## src/rtl/sigmoid_grad.sv

```systemverilog
// Sigmoid backprop: delta = err * yc * (1 - yc), yc = y clamped to [0, 1], Q(WIDTH-FL).FL.
// Latency 3 cycles from accept cycle to out_valid; one element in flight, in_ready low until delta is taken.
module sigmoid_grad #(
    parameter int WIDTH = 32,
    parameter int FL    = 24
) (
    input  logic                    clk,
    input  logic                    rst,
    input  logic                    en,
    input  logic                    in_valid,
    output logic                    in_ready,
    input  logic signed [WIDTH-1:0] y,
    input  logic signed [WIDTH-1:0] err,
    output logic                    out_valid,
    input  logic                    out_ready,
    output logic signed [WIDTH-1:0] delta
);

    localparam logic [1:0] IDLE = 2'd0;
    localparam logic [1:0] MUL1 = 2'd1;
    localparam logic [1:0] MUL2 = 2'd2;
    localparam logic [1:0] DONE = 2'd3;

    localparam logic signed [WIDTH-1:0] ONE = WIDTH'(64'd1 << FL);

    logic [1:0]                state;
    logic signed [WIDTH-1:0]   yc_q;
    logic signed [WIDTH-1:0]   err_q;
    logic signed [WIDTH-1:0]   t_q;
    logic signed [WIDTH-1:0]   delta_q;

    logic signed [WIDTH-1:0]   yc_in;
    logic signed [WIDTH-1:0]   mul_a;
    logic signed [WIDTH-1:0]   mul_b;
    logic signed [2*WIDTH-1:0] prod;
    logic signed [WIDTH-1:0]   scaled;
    logic                      unused_prod_bits;

    always_comb begin
        yc_in = y;
        if (y < 0) begin
            yc_in = '0;
        end else if (y > ONE) begin
            yc_in = ONE;
        end
    end

    // Single multiplier: yc*(ONE-yc) in MUL1, t*err in MUL2.
    always_comb begin
        mul_a = yc_q;
        mul_b = ONE - yc_q;
        if (state == MUL2) begin
            mul_a = t_q;
            mul_b = err_q;
        end
    end

    assign prod   = mul_a * mul_b;
    // Dropping low bits of a two's-complement product floors toward -infinity.
    assign scaled = prod[FL+WIDTH-1:FL];
    assign unused_prod_bits = ^{prod[FL-1:0], prod[2*WIDTH-1:FL+WIDTH]};

    always_ff @(posedge clk or negedge rst) begin
        if (!rst) begin
            state   <= IDLE;
            yc_q    <= '0;
            err_q   <= '0;
            t_q     <= '0;
            delta_q <= '0;
        end else if (en) begin
            case (state)
                IDLE: begin
                    if (in_valid) begin
                        yc_q  <= yc_in;
                        err_q <= err;
                        state <= MUL1;
                    end
                end
                MUL1: begin
                    t_q   <= scaled;
                    state <= MUL2;
                end
                MUL2: begin
                    delta_q <= scaled;
                    state   <= DONE;
                end
                default: begin
                    if (out_ready) begin
                        state <= IDLE;
                    end
                end
            endcase
        end
    end

    assign in_ready  = (state == IDLE);
    assign out_valid = (state == DONE);
    assign delta     = delta_q;

endmodule

```

## config.mk

```make
export PLATFORM = sky130hd
export DESIGN_NAME = sigmoid_grad
export DESIGN_NICKNAME = d
export VERILOG_FILES = /design/src/rtl/sigmoid_grad.sv
export SDC_FILE = /design/constraint.sdc
export NUM_CORES = 2
export LEC_CHECK = 0
export BUFFER_PORTS_ARGS = -buffer_cell sky130_fd_sc_hd__buf_2
export CAP_MARGIN = 20
export CORE_ASPECT_RATIO = 1.2
export CORE_MARGIN = 2
export CORE_UTILIZATION = 49
export CTS_CLUSTER_SIZE = 16
export DETAILED_ROUTE_END_ITERATION = 8
export PLACE_DENSITY = 0.63
export SYNTH_ARGS = -nofsm -noshare
export SYNTH_HDL_FRONTEND = slang
export SYNTH_SLANG_ARGS = --single-unit
```

## constraint.sdc

```tcl
create_clock -name clk -period 24.4 [get_ports clk]
set_input_delay 7.32 -clock clk [delete_from_list [all_inputs] [get_ports clk]]
set_output_delay 7.32 -clock clk [all_outputs]
set_load 0.01 [all_outputs]
```

==> impl_metrics.json <==
{
  "synth_edf_count": 0,
  "drive_above_1_share": 0.07909,
  "slowest_stage": "buf_4",
  "hold_class": "flip-flop to flip-flop",
  "gr-usage-all-layers": 0.3150,
  "grt_max_degree": 91,
  "crit_path_end_kind": "flip-flop",
  "synthCells": 4270,
  "outcome": "finished clean",
  "setup_viol": 0,
  "cts_max_path_buffers": 2,
  "ctsResizeCount": 0,
  "clock_latency_ns": 0.43,
  "drc": 0,
  "cts_inserted_buffers": 17,
  "ys_seq_elements": 129,
  "wire_per_inst_microns": 22.83,
  "place_congestion": 0.9876,
  "synth_cell_types": 64,
  "required_ns": 24.71,
  "firstDrtPassIters": 5,
  "die_width_microns": 260.6,
  "area_growth_pct": 6.538,
  "worstSetupStartpointType": "flip-flop",
  "rows": 112,
  "yosysWarnings": 0,
  "routed_wirelength_microns": 121300,
  "numPortBuffers": 102,
  "cp_max_fo": 90,
  "crit_arrival_ns": 11.78,
  "ctsHoldBuffers": 0,
  "post-dp-hpwl_microns": 97420,
  "drv_slew": 0,
  "syn_nets": 5497,
  "ys_async_sr_fraction": 1.000,
  "fin_skew_ns": 0.01291,
  "finalCritPeriodShare": 0.4703,
  "antenna_found_initial": 4,
  "finalHoldViolCount": 0,
  "h-tree-depth": 4,
  "path_clk_slew_ns": 0.06,
  "root_buffer": "clkbuf_16",
  "crit_path_max_incr_delay_ns": 0.92,
  "ys_seq_area_frac": 0.08338,
  "path_class": "flip-flop to flip-flop",
  "cts_tree": "done",
  "fin_nets": 5501,
  "start_util": 0.4960,
  "ant_nets": 0,
  "grt_setup_unrepaired": "no",
  "dp.cells": 5279,
  "gr-total-overflow": 0,
  "instances_no_fill": 5314,
  "synth_area_per_cell_sq_um": 9.066,
  "clock.fmax_mhz": 87.15,
  "slew-limit-headroom": 0.1204,
  "vias_per_cell": 5.516,
  "vias": 29311,
  "period_needed_ns": 11.47,
  "numClockSinks": 129,
  "die_area_sq_mm": 0.08128,
  "grt_pass1_wl_microns": 190500,
  "drt_iter0_drc": 2054,
  "die_h_microns": 311.9,
  "core_area_sq_mm": 0.07805,
  "cts_setup_buffers": 0,
  "ioPinCount": 103,
  "cpMostUsedCell": "fa_1",
  "ys.flop_type": "dfrtp_1",
  "syn_area_sq_mm": 0.03871,
  "grt_pass1_vias": 31968,
  "worstMarginPinSlew_ns": 1.283,
  "cap_violations": 0,
  "tns_ns": 0
}
[sequential cells by signal, summed over array words and instances (netlist names)]
name	count
err_q	32
state	2
delta	32
t_q	32
yc_q	31
[path summary, 6_finish.rpt]
kind                                       from                    end  cells past startpoint  slack (ns)
min                        delta[3]$_DFFE_PN0P_   delta[3]$_DFFE_PN0P_                      2        0.47
min in group asynchronous                   rst  delta[22]$_DFFE_PN0P_                      1        6.83
max reg2reg                state[0]$_DFFE_PN0P_    t_q[28]$_DFFE_PN0P_                     31       12.93
max in group asynchronous                   rst    t_q[16]$_DFFE_PN0P_                      3       16.56
min reg2reg                delta[3]$_DFFE_PN0P_   delta[3]$_DFFE_PN0P_                      2        0.47
max                        state[0]$_DFFE_PN0P_    t_q[28]$_DFFE_PN0P_                     31       12.93
[stage by stage]
stage            util  setup slack (ns)  instance area, sq um  hold slack [ns]
5_1_grt        0.5283             12.39                 41240           0.4987
4_1_cts        0.5279             13.05                 41200           0.4746
6_report       0.5284             12.93                 41240           0.4719
3_5_place_dp   0.5195             13.08                 40550           0.4578
3_3_place_gp   0.5194             13.23                 40540           0.4581
2_1_floorplan       -             14.61                 38710           0.4619
[cell usage after synthesis, types with 9 or more instances]
cell	n	share of area
nand2_1	927	0.090
a22o_1	25	0.0057
mux2_2	82	0.024
buf_1	25	0.0024
a21oi_1	58	0.0075
nor2b_1	9	0.0015
a21o_1	48	0.0093
ha_1	176	0.057
nor2_1	205	0.020
fa_1	982	0.51
and2_1	47	0.0076
xnor2_1	49	0.011
nor4_1	12	0.0019
mux2i_1	25	0.0065
nor3_1	18	0.0023
xor2_1	30	0.0068
nand3_1	21	0.0027
o21ai_0	47	0.0061
and3_1	21	0.0034
clkbuf_1	178	0.017
nand4_1	10	0.0016
inv_1	1018	0.099
dfrtp_1	129	0.083
[kinds of logic (layout without fill, tap and decap cells)]
kind of cell	Yosys count	in the layout	share of synthesized area
compound gates	267	267	0.04648
simple gates	1304	1304	0.1374
xor+xnor	81	81	0.01904
mux	107	107	0.03032
buf+inv	1224	1240	0.1187
fa+ha+maj	1158	1158	0.5647
other cells	0	2	0
flops	129	129	0.08338
[layout by cell type (no fill, tap or decap), types with 6 or more instances in the layout]
cell,n
xnor2_1,49
ha_1,175
nand2_1,927
a21oi_1,56
o21ai_2,19
nand3_1,20
o21bai_1,8
and2_1,47
nand2b_1,7
dfrtp_1,129
o21a_1,6
o21ai_0,31
nor2_1,205
a31oi_1,8
clkbuf_16,17
nor2b_1,9
nor3_1,17
a22o_1,25
fa_1,982
xor2_1,30
and3_1,21
mux2_2,82
buf_2,101
a211oi_1,7
nor4_1,12
mux2i_1,25
a21o_1,48
buf_4,87
o31ai_1,7
nand4_1,10
inv_1,1018
[worst max-delay path: cells and delay by family (launching register included)]
kind / cells / cell delay, ns
flip-flops: 1 / 0.42
adder cells (fa/ha/maj): 10 / 5.17
AO/OA/AOI/OAI: 5 / 1.83
buffers and inverters: 8 / 1.75
AND/OR/NAND/NOR: 8 / 2.09
[area by class of cell]
type / instances / area [sq um]
antenna: 2 / 5.005
clock buffer: 19 / 452.9
clock inverter: 12 / 203.9
fill: 7275 / 36810
inverter: 1019 / 3825
multi-input combinational: 2917 / 31050
sequential: 129 / 3228
tap: 1026 / 1284
timing repair buffer: 190 / 1197
[routing by layer]
metal	GRT usage	part of all wire
met5	0	0
met2	0.5388	0.50
met1	0.3936	0.37
met4	0.1616	0.065
met3	0.03636	0.061
Power is left out: the tool's default activity adds up to more than one toggle a clock period on the data nets, which glitch-free logic cannot reach.
